**src/rtl/alu_issue_ctrl.sv**
```systemverilog
// alu_issue_ctrl: issues one ALU op at a time, waits an op-dependent settle time, holds the response until taken.
// Optional ALU_DIVZERO_CHK_EN: divide-by-zero and illegal ops are flagged on rsp_err.
module alu_issue_ctrl #(
    parameter int MUL_WAIT = 4,
    parameter int DIV_WAIT = 8
) (
    input  logic        clk,
    input  logic        rst_n,
    input  logic        req_valid,
    output logic        req_ready,
    input  logic [15:0] req_a,
    input  logic [15:0] req_b,
    input  logic [2:0]  req_op,
    output logic [15:0] alu_a,
    output logic [15:0] alu_b,
    output logic [2:0]  alu_op_select,
    output logic        alu_sub,
    input  logic [15:0] alu_result,
    input  logic        alu_cout,
    input  logic        alu_overflow,
    input  logic        alu_no,
    input  logic        alu_zo,
    output logic        rsp_valid,
    input  logic        rsp_ready,
    output logic [15:0] rsp_result,
    output logic        rsp_cout,
    output logic        rsp_overflow,
    output logic        rsp_neg,
    output logic        rsp_zero,
    output logic        rsp_err,
    output logic        busy
);
    typedef enum logic [1:0] {IDLE, WAIT, DONE} state_t;
    state_t      state, state_nxt;
    logic [3:0]  cnt, w_load;
    logic [15:0] a_q, b_q;
    logic [2:0]  op_q;
    logic        accept, capture, arith, illegal, div_zero;
    logic [15:0] res_cap;
    assign accept        = req_valid && state == IDLE;
    assign capture       = state == WAIT && cnt == 4'd1;
    assign arith         = op_q == 3'd0 || op_q == 3'd1;
    assign illegal       = op_q[2:1] == 2'b11;
    assign req_ready     = state == IDLE;
    assign rsp_valid     = state == DONE;
    assign busy          = state != IDLE;
    assign alu_a         = a_q;
    assign alu_b         = b_q;
    assign alu_op_select = op_q;
    assign alu_sub       = op_q == 3'd1;
`ifdef ALU_DIVZERO_CHK_EN
    assign div_zero = op_q == 3'd5 && b_q == 16'd0;
    assign w_load   = req_op == 3'd4 ? 4'(MUL_WAIT) :
                      req_op == 3'd5 ? (req_b == 16'd0 ? 4'd1 : 4'(DIV_WAIT)) : 4'd1;
`else
    assign div_zero = 1'b0;
    assign w_load   = req_op == 3'd4 ? 4'(MUL_WAIT) : req_op == 3'd5 ? 4'(DIV_WAIT) : 4'd1;
`endif
    assign res_cap = illegal ? 16'h0000 : div_zero ? 16'hFFFF : alu_result;
    always_comb begin
        state_nxt = state;
        case (state)
            IDLE:    state_nxt = req_valid ? WAIT : IDLE;
            WAIT:    state_nxt = cnt == 4'd1 ? DONE : WAIT;
            DONE:    state_nxt = rsp_ready ? IDLE : DONE;
            default: state_nxt = IDLE;
        endcase
    end
    always_ff @(posedge clk or negedge rst_n) begin
        if (!rst_n) state <= IDLE;
        else        state <= state_nxt;
    end
    always_ff @(posedge clk or negedge rst_n) begin
        if (!rst_n) begin
            cnt  <= 4'd0;
            a_q  <= 16'd0;
            b_q  <= 16'd0;
            op_q <= 3'd0;
        end else if (accept) begin
            cnt  <= w_load;
            a_q  <= req_a;
            b_q  <= req_b;
            op_q <= req_op;
        end else if (state == WAIT) begin
            cnt  <= cnt - 4'd1;
        end
    end
    always_ff @(posedge clk or negedge rst_n) begin
        if (!rst_n) begin
            rsp_result   <= 16'd0;
            rsp_cout     <= 1'b0;
            rsp_overflow <= 1'b0;
            rsp_neg      <= 1'b0;
            rsp_zero     <= 1'b0;
        end else if (capture) begin
            rsp_result   <= res_cap;
            rsp_cout     <= arith && alu_cout;
            rsp_overflow <= arith && alu_overflow;
            rsp_neg      <= arith && alu_no;
            rsp_zero     <= arith && alu_zo;
        end
    end
`ifdef ALU_DIVZERO_CHK_EN
    always_ff @(posedge clk or negedge rst_n) begin
        if (!rst_n)       rsp_err <= 1'b0;
        else if (capture) rsp_err <= illegal || div_zero;
    end
`else
    assign rsp_err = 1'b0;
`endif
endmodule
```
**config.mk**
```make
export PLATFORM = sky130hd
export DESIGN_NAME = alu_issue_ctrl
export DESIGN_NICKNAME = d
export VERILOG_FILES = /design/src/rtl/alu_issue_ctrl.sv
export SDC_FILE = /design/constraint.sdc
export NUM_CORES = 1
export LEC_CHECK = 0
export CAP_MARGIN = 15
export CORE_UTILIZATION = 30
export CTS_CLUSTER_SIZE = 25
export DETAILED_ROUTE_END_ITERATION = 6
export PLACE_DENSITY = 0.57
export SLEW_MARGIN = 25
export SYNTH_ARGS = -nofsm -noshare
export SYNTH_HDL_FRONTEND = slang
export SYNTH_SLANG_ARGS = --single-unit
```
**constraint.sdc**
```tcl
create_clock -name clk -period 3.5 [get_ports clk]
set_clock_uncertainty 0.15 [all_clocks]
set_input_delay 0.7 -clock clk [delete_from_list [all_inputs] [get_ports clk]]
set_output_delay 0.7 -clock clk [all_outputs]
set_load 0.03 [all_outputs]
```
# ---- Word-level counts from Yosys, hierarchy flattened
# Cells that the tools add are included.
dict set report totals {
  reg_bits 61
  in_bits 59
  out_inout_bits 60
  elab_cells 38
}
dict set report classes {
  addsub 1
  n_eq_ne 7
  muxes 9
  n_reduce_logical 11
}
# operator n
set op_table {}
lappend op_table {{$mux W16} 1}
lappend op_table {{$mux W4} 4}
lappend op_table {{$eq A3 B3 Y1 const B} 2}
lappend op_table {{$logic_and A1 B1 Y1} 6}
lappend op_table {{$pmux W2 S3} 1}
lappend op_table {{$eq A2 B2 Y1 const B} 2}
lappend op_table {{$eq A4 B1 Y1 const B} 1}
lappend op_table {{$mux W2} 2}
lappend op_table {{$reduce_bool A2 Y1} 2}
lappend op_table {{$sub A4 B1 Y4 const B} 1}
lappend op_table {{$eq A3 B1 Y1 const B} 1}
lappend op_table {{$logic_not A3 Y1} 1}
lappend op_table {{$eq A2 B1 Y1 const B} 1}
lappend op_table {{$logic_not A2 Y1} 1}
lappend op_table {{$logic_or A1 B1 Y1} 1}
lappend op_table {{$mux W1} 1}

# ---- Depth between registers and ports, before layout
# Gate-level depths: netlist (run 1).
dict set report depth {
  word_depth 4
  mapped_depth 7
  ltp_nobuf 5
}

# ---- Worst setup path before layout (run 1)
# No wires, ideal clock.
dict set report synth_path {
  path_kind {reg-to-output}
  startpoint {register state[0]}
  endpoint {output req_ready}
  arrival_time_ns 1.102
  required_time_ns 2.650
  setup_slack_ns 1.548
  path_stages_with_launch 4
  path_buffers 1
  path_cell_list {dfrtp_1 -> buf_6 -> or2_2 -> inv_1}
}
dict set report synth_between {
  elab_chain_cells 1
}
# item line_no
set synth_lines {}
lappend synth_lines {{start: declaration} 34} ;# state_t state, state_nxt;
lappend synth_lines {{start signal: assignment} 71} ;# else state <= state_nxt;
lappend synth_lines {{$logic_not A2 Y1} 44} ;# assign req_ready = state == IDLE;
lappend synth_lines {{end: declaration} 10} ;# output logic req_ready,
# No other way between the ends.

# ---- Worst setup path after layout (run 1)
dict set report layout_path {
  startpoint {register op_q[2] (netlist: alu_op_select[2])}
  endpoint {output alu_sub}
}
dict set report layout_between {
  elab_chain_cells 1
}
# item line_no
set layout_lines {}
lappend layout_lines {{start: declaration} 37} ;# logic [2:0] op_q;
lappend layout_lines {{start signal: assignment} 83} ;# op_q <= req_op;
lappend layout_lines {{$eq A3 B1 Y1} 50} ;# assign alu_sub = op_q == 3'd1;
lappend layout_lines {{end: declaration} 17} ;# output logic alu_sub,
# No other way between the ends.

==> metrics, run 1 <==
via count 1852; RSZ-0062 raised after global routing false; fmax 353 MHz; Top Ports about 120; kind of critical path flip-flop to primary output; die area between 0.009 and 0.01 mm2; mapped cell area 0.00278 mm2; worst path cell trace nor2_1 -> and2_1 -> clkdlybuf4s50_1; Clock Path Buffers 2; drt drc 8; Post-synth EDFFs 0; synthesized instance count about 200; P_sw roughly 1700 uW; Switching Fraction 0.397; initial core utilization 0.314; count of state elements after synthesis 61; maximum vdd drop roughly 0.39 mV; vias in the first global route approximately 2000; final wirelength 6090 um; post-CTS sizing 0; hold buffer count at CTS 0; P_int around 2500 uW; core outline area 0.00885 mm2; min Tclk post-route approximately 2.8 ns; Lkg Pwr slightly below 0.002 uW; Worst Path Max Fanout 5; crit end category primary output; HP Class input pin to asynchronous set/reset pin; Power Density 1000 mW/mm2; sequential share of power 0.309; DP HPWL 4340 um; ant diodes 0; Final TNS setup 0 ns; Final setup viols 0; Clock power frac 0.146; final hold viol count 0; share of layout cells above drive strength 1 0.183; Main synth FF type dfrtp_1; Yosys top cell area share 0.549; Arrival @ worst endpoint ~2.0 ns; global-route wire length before repair between 9000 and 10000 um; DP Worst Slack about 0.84 ns; most frequent cells in the layout clkdlybuf4s50_1 (116), dfrtp_1 (61), mux2_4 (30), inv_1 (24), nand2_1 (23); Num CTS Buffers 9; failing checks design-rule violations; critical path launch point type flip-flop; die height approximately 98 um; GRT Overall Usage 0.134; Synth area leader dfrtp_1; slowest CP cell clkdlybuf4s50_1; setup ws final 0.670 ns; Max Cap Violations 0; Post-CTS Setup Bufs 0; status finished with violations; most common cell after layout, fill and taps aside clkdlybuf4s50_1; Unique masters post-synth 31; DRT iter0 DRCs 57; Least-Margin Pin Slew roughly 0.64 ns; Rel. slew slack 0.576; Clock Latency Late Sink 0.33 ns; die width 98.3 um; Final ANT Viol Nets 0; cell family with the largest share of critical-path delay buffers and inverters; critical path required time around 2.7 ns; register area share after synthesis 0.549; clk slew on worst S/H paths 0.07 ns; root buf cell clkbuf_8; Overflow after GRT 0; synthesized area per cell about 14 um2; Via density roughly 4.3; async set-or-reset flop fraction in the synthesized netlist 1.00; Core Rows 34; First-pass DRT Iterations 6; Final #Nets 383; DR WL/cell approximately 14 um; Yosys warnings 0; Syn-to-layout area delta 49.7%; Post-Syn Nets approximately 260; fill cell count between 800 and 900; leading post-synthesis cells by cell area dfrtp_1 (55%), mux2_4 (16%), mux2i_1 (7.2%); largest net degree at the start of global routing 38; final core occ 0.471; H-tree lvl count 3; biggest cell delay along the critical path 0.66 ns; Logic pwr share 0.545; CTS tree built; RePlAce Congestion between 0.7 and 0.8; Tcrit/Tclk final 0.809; CTS Sinks 61; worst path buffer plus inverter count 1; Max Slew Vio Count 0; number of port buffers about 120; number of antenna violations at the first check in global routing 0
## state kept, by name, indices dropped and copies added, names as in the netlist
signal and count:
alu_a 16, alu_b 16, rsp_result 16, cnt 4, alu_op_select 3, state 2
rsp_cout 1, rsp_neg 1, rsp_overflow 1, rsp_zero 1
## final timing paths
path	startpoint	to	slack, ns	depth (start not counted)
max	alu_op_select[2]	alu_sub	0.67	3
min	rst_n	rsp_result[5]	0.11	1
max reg2reg	state[0]	alu_b[0]	1.54	3
min reg2reg	alu_b[4]	alu_b[4]	0.36	1
max in group asynchronous	rst_n	alu_a[5]	2.45	2
min in group clk	alu_b[4]	alu_b[4]	0.36	1
## power groups by stage
stage	logic [uW]	clock network, uW	registers [uW]
2_1_floorplan	899	0	1880
3_3_place_gp	2280	0	1310
3_5_place_dp	2310	0	1300
4_1_cts	2310	640	1300
5_1_grt	2420	666	1350
6_report	2280	610	1300
## Yosys cell counts, drive strengths merged, types with 2 or more instances
library cell,instances
buf,9
mux2i,20
a221o,2
nand2,23
nand2b,3
dfrtp,61
ha,2
o21ai,2
inv,24
nor3b,3
mux2,37
nor2,3
## per-stage QoR
step                      hold slack, ns  instances  instance area, um2  total power (uW)
after floorplan                    0.254        201                2780              2780
after global placement             0.346        419                3970              3590
after detailed placement           0.344        419                3970              3610
after CTS                         0.0930        435                4170              4250
after global routing               0.109        435                4170              4430
final                              0.107        435                4170              4180
## kinds of logic after synthesis
kind of cell,count (synthesis),share of synthesized area
DFF,61,0.549
muxes,57,0.262
and+or+nand+nor,38,0.0746
buffers and inverters,34,0.0827
AOI/OAI and AO/OA,8,0.0216
adders and majority gates,2,0.00899
other,1,0.00135
## metal layers
layer	vias up	track usage	part of all wire
met2	80	0.210	0.46
met3	6	0.0480	0.075
met1	871	0.166	0.46
met4	0	0.0586	0.0090
li1	895	-	-
met5	-	0	0
## cell type report
| class | count | area, um2 | share of cell area |
|---|---|---|---|
| multi-input cells | 106 | 1030 | 0.248 |
| clock buffers | 12 | 145 | 0.0348 |
| clock inverters | 4 | 47.5 | 0.0114 |
| repair buffers | 120 | 1190 | 0.285 |
| inverters | 24 | 90.1 | 0.0216 |
| well taps | 108 | 135 | 0.0324 |
| flip-flops and latches | 61 | 1530 | 0.366 |
Note: power is estimated with default switching activity, not from simulation.
==> run 2, diff against run 1 <==
PLACE_DENSITY = 0.59   (was 0.57)
clock period = 2.6 ns   (was 3.5 ns; I/O delays follow)
==> metrics, run 2 (synthesis gave the netlist of run 1 again) <==
status finished with violations; failing checks design-rule violations; CTS tree built; maximum vdd drop 0.599 mV (+54%); die area 0.00966 mm2 (unchanged); Final setup viols 0 (unchanged); die height 98.3 um (unchanged); fmax between 300 and 400 MHz; Overflow after GRT 0 (unchanged); clk slew on worst S/H paths 0.07 ns (about the same); worst r2r src state[0]; Syn-to-layout area delta 51.2%; vias in the first global route 2017 (+1.0%); global-route wire length before repair 9900 um (about the same); Rel. slew slack 0.604 (+0.0273); RSZ-0062 raised after global routing false; crit end category primary output; Clock Latency Late Sink 0.33 ns (about the same); RePlAce Congestion 0.755 (+3.3%); Final ANT Viol Nets 0 (unchanged); drt drc 7 (-1); Final #Nets 383 (unchanged); Top Ports 119 (unchanged); final wirelength 6110 um (+0.34%); most frequent cells in the layout clkdlybuf4s50_1 (115), dfrtp_1 (61), mux2_4 (30), inv_1 (24), nand2_1 (23); kind of critical path flip-flop to primary output; H-tree lvl count 3 (unchanged); final hold viol count 0 (unchanged); slowest CP cell clkdlybuf4s50_1; Least-Margin Pin Slew 0.593 ns (-0.0424 ns); root buf cell clkbuf_8; Final TNS setup 0 ns (unchanged); biggest cell delay along the critical path 0.66 ns (about the same); Tcrit/Tclk final 0.971; largest net degree at the start of global routing 38 (unchanged); ant diodes 0 (unchanged); critical path required time 1.93 ns (-0.72 ns); Clock Path Buffers 2 (unchanged); core outline area 0.00885 mm2 (unchanged); Max Slew Vio Count 0 (unchanged); Power Density 1350 mW/mm2 (+35%); min Tclk post-route ~2.5 ns; r2r setup slk 0.89 ns (-0.65 ns); worst path cell trace or2b_1 -> inv_1 -> clkdlybuf4s50_1; number of antenna violations at the first check in global routing 0 (unchanged); number of port buffers 117 (unchanged); initial core utilization 0.314 (unchanged); Max Cap Violations 0 (unchanged); die width 98.3 um (unchanged); Post-CTS Setup Bufs 0 (unchanged); worst r2r path cells 3 (unchanged); reg2reg end alu_b[2]; via count 1900 (+2.6%); Via density 4.37 (+2.6%); GRT Overall Usage 0.134 (about the same); DRT iter0 DRCs 78 (+37%); share of layout cells above drive strength 1 0.190 (+0.00612); critical path launch point type flip-flop; DR WL/cell 14.0 um (+0.34%); DP HPWL 4200 um (-3.2%); Lkg Pwr 0.00199 uW (+0.82%); HP Class input pin to asynchronous set/reset pin; First-pass DRT Iterations 7 (+1); Core Rows 34 (unchanged); most common cell after layout, fill and taps aside clkdlybuf4s50_1; Num CTS Buffers 9 (unchanged); CTS Sinks 61 (unchanged); Arrival @ worst endpoint 1.86 ns (-0.12 ns); Worst Path Max Fanout 9 (+4); hold slack 0.0320 ns (-0.0752 ns)
run 2: what timing repair did:
action,in CTS,in global routing
setup endpoints to repair,1,0
resized for setup,1,0
hold buffers,0,0
run 2: area by class of cell:
type | count | area [um2]
Sequential cell | 61 | 1530
Inverter | 24 | 90.1
Clock inverter | 5 | 58.8
Timing Repair Buffer | 120 | 1210
Clock buffer | 11 | 151
Multi-Input combinational cell | 106 | 1030
Fill cell | 822 | 4640
Tap cell | 108 | 135
run 2: metrics by stage:
stage / util / cells / instance area (um2) / setup slack, ns / power, uW
2_1_floorplan: - / 201 / 2780 / 0.828 / 3740
3_3_place_gp: 0.452 / 419 / 4000 / 0.376 / 4850
3_5_place_dp: 0.452 / 419 / 4000 / 0.353 / 4870
4_1_cts: 0.475 / 435 / 4210 / 0.0496 / 5790
5_1_grt: 0.475 / 435 / 4210 / 0.00837 / 6030
6_report: 0.475 / 435 / 4210 / 0.0749 / 5700
run 2: worst max path at each step:
stage	endpoint	slack [ns]	from
after global placement	alu_b[2]	0.38	req_valid
after floorplan	req_ready	0.83	state[0]
final	rsp_valid	0.07	state[1]
after CTS	rsp_valid	0.05	state[1]
after detailed placement	alu_b[0]	0.35	req_valid
after global routing	rsp_valid	0.008	state[1]
run 2: worst max-delay path, delay by kind of cell, from the launching register on:
kind                   cells  cell delay, ns
and+or+nand+nor            1            0.27
buffers and inverters      2            0.71
DFF                        1            0.54
run 2: routing by layer:
metal  routed length [um]  GRT usage
met5                    0          0
met4                   75     0.0517
met3                  587     0.0608
met2                 2740      0.205
met1                 2700      0.164
run 2: power breakdown:
part	internal [uW]	total, uW	switching, uW
sequential	1420	1730	313
combinational	1520	3090	1570
clock	495	875	380
==> run 3, diff against run 2 <==
CORE_ASPECT_RATIO = 1.25   (was unset)
==> metrics, run 3 (synthesis gave the netlist of run 1 again) <==
status completed; Final TNS setup 0 ns (unchanged); Tcrit/Tclk final 0.962 (-0.00906); final hold viol count 0 (unchanged); worst r2r src state[0]; HP Class input pin to asynchronous set/reset pin; final wirelength 6110 um (unchanged); Max Slew Vio Count 0 (unchanged); drt drc 0 (-7); Final #Nets 385 (+0.52%); worst r2r path cells 4 (+1); RePlAce Congestion 0.716 (-5.3%); core outline area 0.00884 mm2 (about the same); largest net degree at the start of global routing 62 (+63%); DR WL/cell 13.6 um (-2.9%); crit end category primary output; Overflow after GRT 0 (unchanged); Design Power 5630 uW (-1.3%); reg2reg end alu_b[0]; CTS tree built; Core Rows 38 (+12%); Rel. slew slack 0.615 (+0.0113); number of port buffers 117 (unchanged); Power Density 1330 mW/mm2 (-1.6%); Final setup viols 0 (unchanged); Clock Latency Late Sink 0.33 ns (about the same); First-pass DRT Iterations 4 (-3); Via density 4.25 (-2.8%); Worst Path Max Fanout 9 (unchanged); Final ANT Viol Nets 0 (unchanged); Max Cap Violations 0 (unchanged); ant diodes 0 (unchanged); die height 110 um (+12%); H-tree lvl count 3 (unchanged); number of antenna violations at the first check in global routing 0 (unchanged); min Tclk post-route 2.50 ns (-0.0235 ns); Arrival @ worst endpoint 1.83 ns (-0.03 ns); global-route wire length before repair 9650 um (-2.6%); Post-CTS Setup Bufs 0 (unchanged); maximum vdd drop 0.585 mV (-2.4%); kind of critical path flip-flop to primary output; r2r setup slk 0.86 ns (-0.03 ns); root buf cell clkbuf_8; Top Ports 119 (unchanged); share of layout cells above drive strength 1 0.189 (-0.000578); die width 88.1 um (-10%); RSZ-0062 raised after global routing false; Least-Margin Pin Slew 0.576 ns (-0.0170 ns); critical path required time 1.93 ns (about the same); GRT Overall Usage 0.135 (+0.00159); most frequent cells in the layout clkdlybuf4s50_1 (116), dfrtp_1 (60), mux2_4 (30), inv_1 (24), nand2_1 (23); initial core utilization 0.315 (about the same); CTS Sinks 61 (unchanged); DRT iter0 DRCs 36 (-54%); clk slew on worst S/H paths 0.06 ns (about the same); die area 0.00967 mm2 (about the same); critical path launch point type flip-flop; most common cell after layout, fill and taps aside clkdlybuf4s50_1; DP HPWL 4310 um (+2.8%); via count 1902 (+0.11%); Syn-to-layout area delta 51.6%; fmax 400 MHz (+0.94%); Lkg Pwr 0.00199 uW (about the same); Num CTS Buffers 9 (unchanged); vias in the first global route 2030 (+0.64%); Clock Path Buffers 2 (unchanged)
[run 3: layout make-up]
class / instances / area [um2]
multi-input cells: 106 / 1030
repair buffers: 122 / 1240
well taps: 120 / 150
clock buffers: 14 / 173
fillers: 812 / 4620
clock inverters: 1 / 5.00
inverters: 24 / 90.1
flip-flops and latches: 61 / 1530
[run 3: metrics by stage]
| stage | worst slack (ns) | std cells | hold slack [ns] | area [um2] | utilization |
|---|---|---|---|---|---|
| 2_1_floorplan | 0.828 | 201 | 0.0744 | 2780 | - |
| 3_3_place_gp | 0.402 | 433 | 0.346 | 4040 | 0.457 |
| 3_5_place_dp | 0.368 | 433 | 0.348 | 4040 | 0.457 |
| 4_1_cts | 0.0228 | 448 | 0.0395 | 4220 | 0.477 |
| 5_1_grt | 0.0375 | 448 | 0.0648 | 4220 | 0.477 |
| 6_report | 0.0984 | 448 | 0.0526 | 4220 | 0.477 |
[run 3: worst max-delay path, cell delays in order (launching register included)]
cell	delay [ns]
dfrtp_2	0.47
or2_2	0.31
inv_1	0.06
clkdlybuf4s50_1	0.66
[run 3: what timing repair did]
item                                    4_1_cts  5_1_grt
hold endpoints to repair                      0        0
endpoints found under the setup margin        0        2
hold buffers                                  0        0
resized for setup                             0        1
[run 3: worst max path at each step]
stage | start | endpoint | slack, ns
global placement | req_valid | alu_b[1] | 0.40
floorplan | state[0] | req_ready | 0.83
finish | state[1] | req_ready | 0.1
detailed placement | req_valid | alu_b[0] | 0.37
global route | state[1] | req_ready | 0.04
CTS | state[1] | req_ready | 0.02
[run 3: power breakdown]
part	internal (uW)	switching, uW
clock network	418	340
registers	1420	303
logic	1550	1590
total	3390	2230
[run 3: layer usage]
layer  track usage  routed length [um]
met1         0.161                2480
met2         0.220                3090
met3        0.0375                 411
met4        0.0760                 129
met5             0                   0
